==> src/rtl/alu_pkg.sv <==
// Shared types and constants for the ALU operand-issue stage.
// Holds the ALU funct encodings, RV32I opcodes, the EX slot layout and the instruction decoder.
package alu_pkg;

    localparam int XLEN  = 32;
    localparam int NREGS = 32;
    localparam int RIDX_W = $clog2(NREGS);

    localparam logic [3:0] ALU_ADD  = 4'h0;
    localparam logic [3:0] ALU_SUB  = 4'h8;
    localparam logic [3:0] ALU_SLL  = 4'h1;
    localparam logic [3:0] ALU_SLT  = 4'h2;
    localparam logic [3:0] ALU_SLTU = 4'h3;
    localparam logic [3:0] ALU_XOR  = 4'h4;
    localparam logic [3:0] ALU_SRL  = 4'h5;
    localparam logic [3:0] ALU_SRA  = 4'hD;
    localparam logic [3:0] ALU_OR   = 4'h6;
    localparam logic [3:0] ALU_AND  = 4'h7;

    localparam logic [6:0] OPC_OP     = 7'b0110011;
    localparam logic [6:0] OPC_OP_IMM = 7'b0010011;
    localparam logic [6:0] OPC_LUI    = 7'b0110111;

    localparam logic [6:0] F7_ZERO = 7'b0000000;
    localparam logic [6:0] F7_ALT  = 7'b0100000;

    typedef struct packed {
        logic              valid;
        logic              illegal;
        logic [RIDX_W-1:0] rd;
        logic [XLEN-1:0]   a;
        logic [XLEN-1:0]   b;
        logic [3:0]        funct;
    } ex_slot_t;

    typedef struct packed {
        logic            illegal;
        logic            use_rs1;
        logic            use_rs2;
        logic [XLEN-1:0] imm;
        logic [3:0]      funct;
    } dec_t;

    // Operand selection only; register values are resolved by the caller.
    function automatic dec_t decode(input logic [31:0] instr);
        dec_t       d;
        logic [2:0] f3;
        logic [6:0] f7;
        f3 = instr[14:12];
        f7 = instr[31:25];
        d = '0;
        d.illegal = 1'b1;
        case (instr[6:0])
            OPC_OP: begin
                d.use_rs1 = 1'b1;
                d.use_rs2 = 1'b1;
                d.funct   = {instr[30], f3};
                d.illegal = !((f7 == F7_ZERO) ||
                              ((f7 == F7_ALT) && ((f3 == 3'd0) || (f3 == 3'd5))));
            end
            OPC_OP_IMM: begin
                d.use_rs1 = 1'b1;
                d.imm     = {{(XLEN-12){instr[31]}}, instr[31:20]};
                d.funct   = {(f3 == 3'd5) & instr[30], f3};
                if (f3 == 3'd1) begin
                    d.illegal = (f7 != F7_ZERO);
                end else if (f3 == 3'd5) begin
                    d.illegal = !((f7 == F7_ZERO) || (f7 == F7_ALT));
                end else begin
                    d.illegal = 1'b0;
                end
            end
            OPC_LUI: begin
                d.imm     = {instr[31:12], 12'b0};
                d.funct   = ALU_ADD;
                d.illegal = 1'b0;
            end
            default: begin
                d.illegal = 1'b1;
            end
        endcase
        return d;
    endfunction

endpackage

==> src/rtl/alu_issue_reg_file.sv <==
// Architectural register file: two asynchronous read ports, one synchronous write port.
// Entry 0 is hardwired to zero on both the write and read sides.
module reg_file #(
    parameter int NREGS = 32,
    parameter int XLEN  = 32,
    parameter int AW    = $clog2(NREGS)
) (
    input  logic            clk,
    input  logic            rst_n,
    input  logic [AW-1:0]   rd_addr_a,
    output logic [XLEN-1:0] rd_data_a,
    input  logic [AW-1:0]   rd_addr_b,
    output logic [XLEN-1:0] rd_data_b,
    input  logic            wr_en,
    input  logic [AW-1:0]   wr_addr,
    input  logic [XLEN-1:0] wr_data
);

    logic [XLEN-1:0] regs_q [NREGS];
    logic [XLEN-1:0] regs_d [NREGS];

    always_comb begin
        regs_d = regs_q;
        if (wr_en && (wr_addr != '0)) begin
            regs_d[wr_addr] = wr_data;
        end
        regs_d[0] = '0;
    end

    always_ff @(posedge clk or negedge rst_n) begin
        if (!rst_n) begin
            for (int i = 0; i < NREGS; i++) begin
                regs_q[i] <= '0;
            end
        end else begin
            regs_q <= regs_d;
        end
    end

    assign rd_data_a = (rd_addr_a == '0) ? '0 : regs_q[rd_addr_a];
    assign rd_data_b = (rd_addr_b == '0) ? '0 : regs_q[rd_addr_b];

endmodule

==> src/rtl/alu_issue.sv <==
// Operand-issue and writeback stage: decodes OP/OP-IMM/LUI, latches ALU operands into a
// single EX slot, and writes the ALU result back to rd when the slot retires.
module alu_issue
    import alu_pkg::*;
(
    input  logic            clk,
    input  logic            rst_n,
    input  logic            in_valid,
    output logic            in_ready,
    input  logic [31:0]     in_instr,
    output logic [XLEN-1:0] alu_a,
    output logic [XLEN-1:0] alu_b,
    output logic [3:0]      alu_funct,
    input  logic [XLEN-1:0] alu_o,
    output logic            ret_valid,
    input  logic            ret_ready,
    output logic [4:0]      ret_rd,
    output logic [XLEN-1:0] ret_data,
    output logic            ret_illegal
);

    ex_slot_t          ex_q;
    ex_slot_t          ex_d;
    dec_t              dec;
    logic              accept;
    logic              retire;
    logic              wr_en;
    logic [RIDX_W-1:0] rs1_idx;
    logic [RIDX_W-1:0] rs2_idx;
    logic [XLEN-1:0]   rf_rs1;
    logic [XLEN-1:0]   rf_rs2;
    logic [XLEN-1:0]   rs1_val;
    logic [XLEN-1:0]   rs2_val;

    // Handshakes: a transfer happens on a rising edge where valid and ready are both high;
    // valid may not depend on ready, and a stalled EX slot holds every output stable.
    assign retire   = ex_q.valid & ret_ready;
    assign in_ready = ~ex_q.valid | ret_ready;
    assign accept   = in_valid & in_ready;
    assign wr_en    = retire & ~ex_q.illegal & (ex_q.rd != '0);

    assign rs1_idx = in_instr[19:15];
    assign rs2_idx = in_instr[24:20];

    reg_file #(
        .NREGS (NREGS),
        .XLEN  (XLEN)
    ) u_reg_file (
        .clk       (clk),
        .rst_n     (rst_n),
        .rd_addr_a (rs1_idx),
        .rd_data_a (rf_rs1),
        .rd_addr_b (rs2_idx),
        .rd_data_b (rf_rs2),
        .wr_en     (wr_en),
        .wr_addr   (ex_q.rd),
        .wr_data   (alu_o)
    );

    // The retiring result is written at the same edge the new operands are latched,
    // so a reader of that register must take alu_o directly.
    always_comb begin
        dec     = decode(in_instr);
        rs1_val = (wr_en && (rs1_idx == ex_q.rd)) ? alu_o : rf_rs1;
        rs2_val = (wr_en && (rs2_idx == ex_q.rd)) ? alu_o : rf_rs2;
    end

    always_comb begin
        ex_d = ex_q;
        if (accept) begin
            ex_d.valid   = 1'b1;
            ex_d.illegal = dec.illegal;
            ex_d.rd      = in_instr[11:7];
            if (dec.illegal) begin
                ex_d.a     = '0;
                ex_d.b     = '0;
                ex_d.funct = '0;
            end else begin
                ex_d.a     = dec.use_rs1 ? rs1_val : '0;
                ex_d.b     = dec.use_rs2 ? rs2_val : dec.imm;
                ex_d.funct = dec.funct;
            end
        end else if (retire) begin
            ex_d.valid = 1'b0;
        end
    end

    always_ff @(posedge clk or negedge rst_n) begin
        if (!rst_n) begin
            ex_q <= '0;
        end else begin
            ex_q <= ex_d;
        end
    end

    assign alu_a       = ex_q.a;
    assign alu_b       = ex_q.b;
    assign alu_funct   = ex_q.funct;
    assign ret_valid   = ex_q.valid;
    assign ret_rd      = ex_q.rd;
    assign ret_illegal = ex_q.illegal;
    assign ret_data    = alu_o;

endmodule

==> config.mk <==
export PLATFORM = sky130hd
export DESIGN_NAME = alu_issue
export DESIGN_NICKNAME = d
export VERILOG_FILES = /design/src/rtl/alu_pkg.sv /design/src/rtl/alu_issue_reg_file.sv /design/src/rtl/alu_issue.sv
export SDC_FILE = /design/constraint.sdc
export NUM_CORES = 2
export LEC_CHECK = 0
export ABC_AREA = 1
export BUFFER_PORTS_ARGS = -buffer_cell sky130_fd_sc_hd__buf_4
export CAP_MARGIN = 30
export CORE_UTILIZATION = 38
export DETAILED_ROUTE_END_ITERATION = 8
export SLEW_MARGIN = 40
export SYNTH_ARGS = -nofsm -noshare
export SYNTH_HDL_FRONTEND = slang
export SYNTH_SLANG_ARGS = --single-unit
==> constraint.sdc <==
create_clock -name clk -period 2.9 [get_ports clk]
set_clock_uncertainty 0.2 [all_clocks]
set_input_delay 0.435 -clock clk [delete_from_list [all_inputs] [get_ports clk]]
set_output_delay 0.435 -clock clk [all_outputs]
set_load 0.005 [all_outputs]
== Word level (Yosys, flattened, before mapping) ==
Cells that the tools add are included.
Word-level totals
  word-level logic and storage cells: 103
  input bits: 68
  register bits after elaboration: 1067
Cells by class
  order comparisons: 4
  mux-type cells: 25
  equal/unequal tests: 8
  reduce and logical (&&, ||, !) cells: 18
  bitwise operators: 11
Operators by type and width (count)
  $bwmux W1024: 1
  $mux W32: 11
  $bmux W32 S5: 2
  $demux W32 S5: 1
  $mux W68: 1
  $pmux W32 S2: 1
  $eq A7 B6 Y1 const B: 3
  $ge A6 B6 Y1 const B: 3
  $not A5 Y6: 3
  $eq A5 B5 Y1: 2
  $logic_not A5 Y1: 2
  $pmux W4 S2: 1
  $eq A7 B5 Y1 const B: 1
  $logic_not A7 Y1: 1
  $reduce_bool A7 Y1: 1
  $lt A6 B1 Y1 const B: 1
  $mux W1: 6
  $and A1 B1 Y1: 5
  $logic_and A1 B1 Y1: 5
  $reduce_bool A5 Y1: 1
  $eq A3 B1 Y1 const B: 1
  $eq A3 B3 Y1 const B: 1
  $logic_not A3 Y1: 1
  $logic_or A1 B1 Y1: 3
  other kinds (6): 8

== Depth between registers and ports, before layout ==
  word-level depth: 8
  gate-level depth with buffers: 15
  mapped depth without buffers: 13

== Hierarchy ==
From an unflattened synthesis, not the netlist that was laid out.
Second synthesis, totals
  cell total of the unflattened synthesis: 9588
  area total of the unflattened synthesis: 62352.3 sq um
By module, submodules not included
  reg_file: seq. area each 24823.8 sq um, area an instance 57490.1 sq um, times used 1, cells an instance 8854
  alu_issue: seq. area each 1876.8 sq um, area an instance 4862.2 sq um, times used 1, cells an instance 734

== Worst setup path before layout ==
Ideal clock, no wire load.
  path kind: register to register
  start point: reg ex_q, in the netlist ret_rd[3]
  end point: reg u_reg_file.regs_q[991] in the netlist's numbering
  clock period less this slack: 2.150 ns
  setup slack: 0.750 ns
  buffers on the path: 2
  data required time: 2.571 ns
  data arrival time: 1.821 ns
  cell stages (with the launch flop): 10
  path through: dfrtp_1 > buf_4 > nor3_4 > nand2_4 > nand2_4 > nor3_4 > nand2_4 > buf_6 > nand2_1 > o21ai_2
On the way
  longest elaborated chain between the ends: 6
RTL lines
  start: declaration: line alu_issue.sv:22  | ex_slot_t ex_q;
  start signal: assignment: line alu_issue.sv:90  | ex_q <= '0;
  start signal: assignment: line alu_issue.sv:92  | ex_q <= ex_d;
  $not A5 Y6 (implied by the code): line alu_issue_reg_file.sv:25  | regs_d[wr_addr] = wr_data;
  $ge A6 B6 Y1 (implied by the code) / $lt A6 B1 Y1 (equally long branches): line alu_issue_reg_file.sv:25
  $logic_and A1 B1 Y1 (implied by the code): line alu_issue_reg_file.sv:25
  $mux W32 (implied by the code): line alu_issue_reg_file.sv:25
  $demux W32 S5: line alu_issue_reg_file.sv:25
  $bwmux W1024: line alu_issue_reg_file.sv:25
  end signal: assignment: line alu_issue_reg_file.sv:36  | regs_q <= regs_d;
  end: declaration: line alu_issue_reg_file.sv:19  | logic [XLEN-1:0] regs_q [NREGS];
Several ways; a longest one is shown, not always the timed one.
A chain may end at the register's enable or synchronous reset.

== Final worst setup path ==
  start point: reg ex_q, in the netlist ret_rd[2]
  end point: reg ex_q, in the netlist alu_b[13]
On the way
  longest elaborated chain between the ends: 6
RTL lines
  $reduce_bool A5 Y1: line alu_issue.sv:40  | assign wr_en = retire & ~ex_q.illegal & (ex_q.rd != '0);
  $and A1 B1 Y1: line alu_issue.sv:40
  $logic_and A1 B1 Y1 (*): line alu_issue.sv:65  | rs2_val = (wr_en && (rs2_idx == ex_q.rd)) ? alu_o : rf_rs2;
  $mux W32 (*): line alu_issue.sv:65
  $mux W32 (*): line alu_issue.sv:80  | ex_d.b = dec.use_rs2 ? rs2_val : dec.imm;
  $mux W68 (*): line alu_issue.sv:74  | if (dec.illegal) begin
Every way passes the cells marked *; elsewhere a longest branch is shown, timed or not.

==> results.md <==
- Routability cong.: 0.930
- Number of global-route vias before repair: 57,165
- CP endpoint kind: register
- Worst hold stages: 5
- Worst-margin pin slew: 848 ps
- DP HPWL: about 150,000 um
- Clk sinks: 1,067
- Pwr Density: 516 mW/mm^2
- Mapped Cells: about 8,500
- Net count of the finished layout: 8,530
- Overflow left after global routing: 0
- Tcrit/Tclk final: 87.6%
- Dominant synthesized flop cell: dfrtp_1
- ANT nets after route: 0
- Syn_area_per_cell: between 7 and 8 um^2
- Worst-path fanout max: 18
- Worst hold path type: in2reg
- Switching share of power: 28.6%
- Detailed Routing Iterations Pass 1: 8
- Buffers on Ports: 175
- Ys async rst share: 100%
- Post-CTS setup buffers: 0
- Most frequent cells in the layout: nand2_1, dfrtp_1, nand3_1, o21ai_1, inv_1
- Clock Pin Slew Worst Setup and Hold Paths: 60 ps
- Flops & latches, synth: 1,067
- First-pass GRT wire length: 373,000 um
- Vias per cell: 5.64
- DRC viols: 0
- Commonest non-fill, non-tap cell in the layout: nand2_1
- CTS Buf Count: 117
- Internal power component: 0.0258 W
- Die ar.: 0.163 mm^2
- Post-synth EDFFs: 0
- Final Hold Vio Count: 0
- Outcome: finished, final reports clean
- Slew HR: 43.5%
- Syn_nets: about 8,600
- Synth Area in XOR/XNOR: 0.114%
- WS Path Type: reg2reg
- Synth warn: 0
- Finished Cell Area: 0.0703 mm^2
- CP max stage delay: about 600 ps
- Mapped Area: a little over 0.06 mm^2
- Final setup fails: 0
- Setup total negative slack: 0 ps
- Worst reg2reg path depth: 11
- P_leak: 32.9 nW
- Pre-CTS WS: between 150 and 200 ps
- Fin cells: between 10,000 and 15,000
- Reg power frac: 42.5%
- Main combinational cell family by area after synthesis: simple AND/OR/NAND/NOR gates
- Starting Density: roughly two fifths
- Synth Area in Simple Gates: 28.6%
- RSZ-0062 raised after global routing: false
- Placed Instance Area: 0.0656 mm^2
- Max Fclk: between 300 and 400 MHz
- Switch Pwr: 0.0104 W
- Mux contribution to synthesized area: 0%
- Post-synthesis compound-gate area fraction: 16.8%
- Area grow syn2layout: 14.7%
- Post-Synth Adder-Cell Area: 0%
- Largest net degree at the start of global routing: 101
- Chip Width: 404 um
- GRT Total Usage: 30.1%
- Layout cell share with drive strength beyond 1: 11.0%
- Pins Over Slew Limit: 0
- Initial antenna violation count: 2
- Worst Slack Setup Final: around 360 ps
- Vias: 60,343
- Critical Path RT: 3410 ps
- Gate power share: 13.4%
- Clock Latency Late Sink: 780 ps
- Worst EP arrival: 3060 ps
- Post-synthesis sequential area ratio: about 44%
- Clock Path Buffers: 3
- VDD IR max: 0.505 mV
- FP Rows: 146
- Iter 0 DRT Violations: around 8,000
- Max Cap Viol: 0
- Worst path slowest cell: dfrtp_1
- CP Launch Type: register
- Drt wl/cell: 23.1 um
- Core area: 0.159 mm^2
- Routed WL: 248,000 um
- Ordered list of cells on the worst path: buf_4 > xor2_1 > nor2_1 > buf_4 > nand3_2 > and2_1 > buf_4 > nand3_1 > nand2_1 > nand2_1 > nand2_1
- Clock share of power: between 40% and 50%
- Post-synth cell types: 36
- Min Tclk post-route: 2540 ps
- Die Span Y: 404 um
- Clk Tree Root Cell: clkbuf_16
- CTS tree: done
- Placed cell count: 10,432
- H-tree depth: 3
- Ports: 176
==> worst max-delay path, delay by kind of cell, from the launching register on <==
kind,cells,cell delay [ps]
DFF,1,600
buffers and inverters,3,710
xor gates and xnor gates,1,140
and+or+nand+nor,7,860
==> repair_timing <==
item | in CTS | in global routing
hold endpoints to repair | 465 | 0
gates resized for setup | 0 | 0
hold buffers | 57 | 0
==> cell families (layout without fill, tap and decap cells) <==
group | count (synthesis) | count (layout)
buffers and inverters | 1416 | 1466
and+or+nand+nor | 4186 | 4186
other | 0 | 2
AOI/OAI and AO/OA | 1831 | 1831
DFF | 1067 | 1067
xor gates and xnor gates | 8 | 8
==> cell usage after synthesis (all sizes together), types with 5 or more instances <==
cell,number,area share (%)
inv,670,4.1
dfrtp,1067,44
o21bai,20,0.25
nand3,845,6.9
o21ai,1239,11
nand4,64,0.66
buf,363,4.5
clkbuf,380,2.3
nand2,2764,17
a211oi,5,0.061
or2,69,0.70
a21oi,268,2.2
nor3,19,0.36
nand3b,7,0.086
nor2,416,2.5
o211ai,297,3.6
==> routing by layer <==
| layer | GRT usage [%] | vias to the layer above | share of wire (%) |
|---|---|---|---|
| met4 | 17.0 | 0 | 6.2 |
| li1 | - | 27538 | - |
| met5 | 0 | - | 0 |
| met3 | 4.59 | 670 | 9.4 |
| met1 | 40.9 | 28799 | 41 |
| met2 | 45.6 | 3336 | 44 |
==> path summary, 6_finish.rpt <==
check                                                   startpoint  slack, ps                                  to
worst max-delay path                         ret_rd[2]$_DFFE_PN0P_        360               alu_b[13]$_DFFE_PN0P_
worst min-delay path                                  in_instr[19]         50               alu_b[19]$_DFFE_PN0P_
worst max register to register               ret_rd[2]$_DFFE_PN0P_        360               alu_b[13]$_DFFE_PN0P_
worst min register to register  u_reg_file.regs_q[662]$_DFFE_PN0P_        280  u_reg_file.regs_q[662]$_DFFE_PN0P_
max in group asynchronous                                    rst_n       1380                alu_b[1]$_DFFE_PN0P_
min in group asynchronous                                    rst_n         60  u_reg_file.regs_q[414]$_DFFE_PN0P_
==> registers in the layout (all words and copies together) (netlist names) <==
register / count
ret_illegal: 1
alu_b: 32
u_reg_file.regs_q: 992
ret_rd: 5
alu_a: 32
alu_funct: 4
ret_valid: 1
==> final cells by class <==
cell class,count,area (um^2)
sequential,1067,26700
tap,2146,2690
fill,16079,89000
multi-input combinational,6025,27900
inverter,673,2550
antenna,2,5.00
clock inverter,52,652
timing repair buffer,578,6290
clock buffer,163,3440
==> power by group through the flow <==
| stage | clock, W | sequential (W) | combinational, W |
|---|---|---|---|
| 3_3_place_gp | 0 | 0.0157 | 0.00465 |
| 5_1_grt | 0.0167 | 0.0154 | 0.00521 |
| 2_1_floorplan | 0 | 0.0156 | 0.00252 |
| 6_report | 0.0160 | 0.0154 | 0.00486 |
| 3_5_place_dp | 0 | 0.0157 | 0.00470 |
| 4_1_cts | 0.0161 | 0.0154 | 0.00477 |
==> stage by stage <==
step | hold slack [ps] | power [W] | util, %
after floorplan | -60.6 | 0.0181 | -
after global placement | 264 | 0.0203 | 41.2
after detailed placement | 267 | 0.0204 | 41.2
after CTS | 13.6 | 0.0363 | 44.1
after global routing | 75.4 | 0.0373 | 44.1
final | 54.7 | 0.0362 | 44.1
Note: power is estimated with default switching activity, not from simulation.
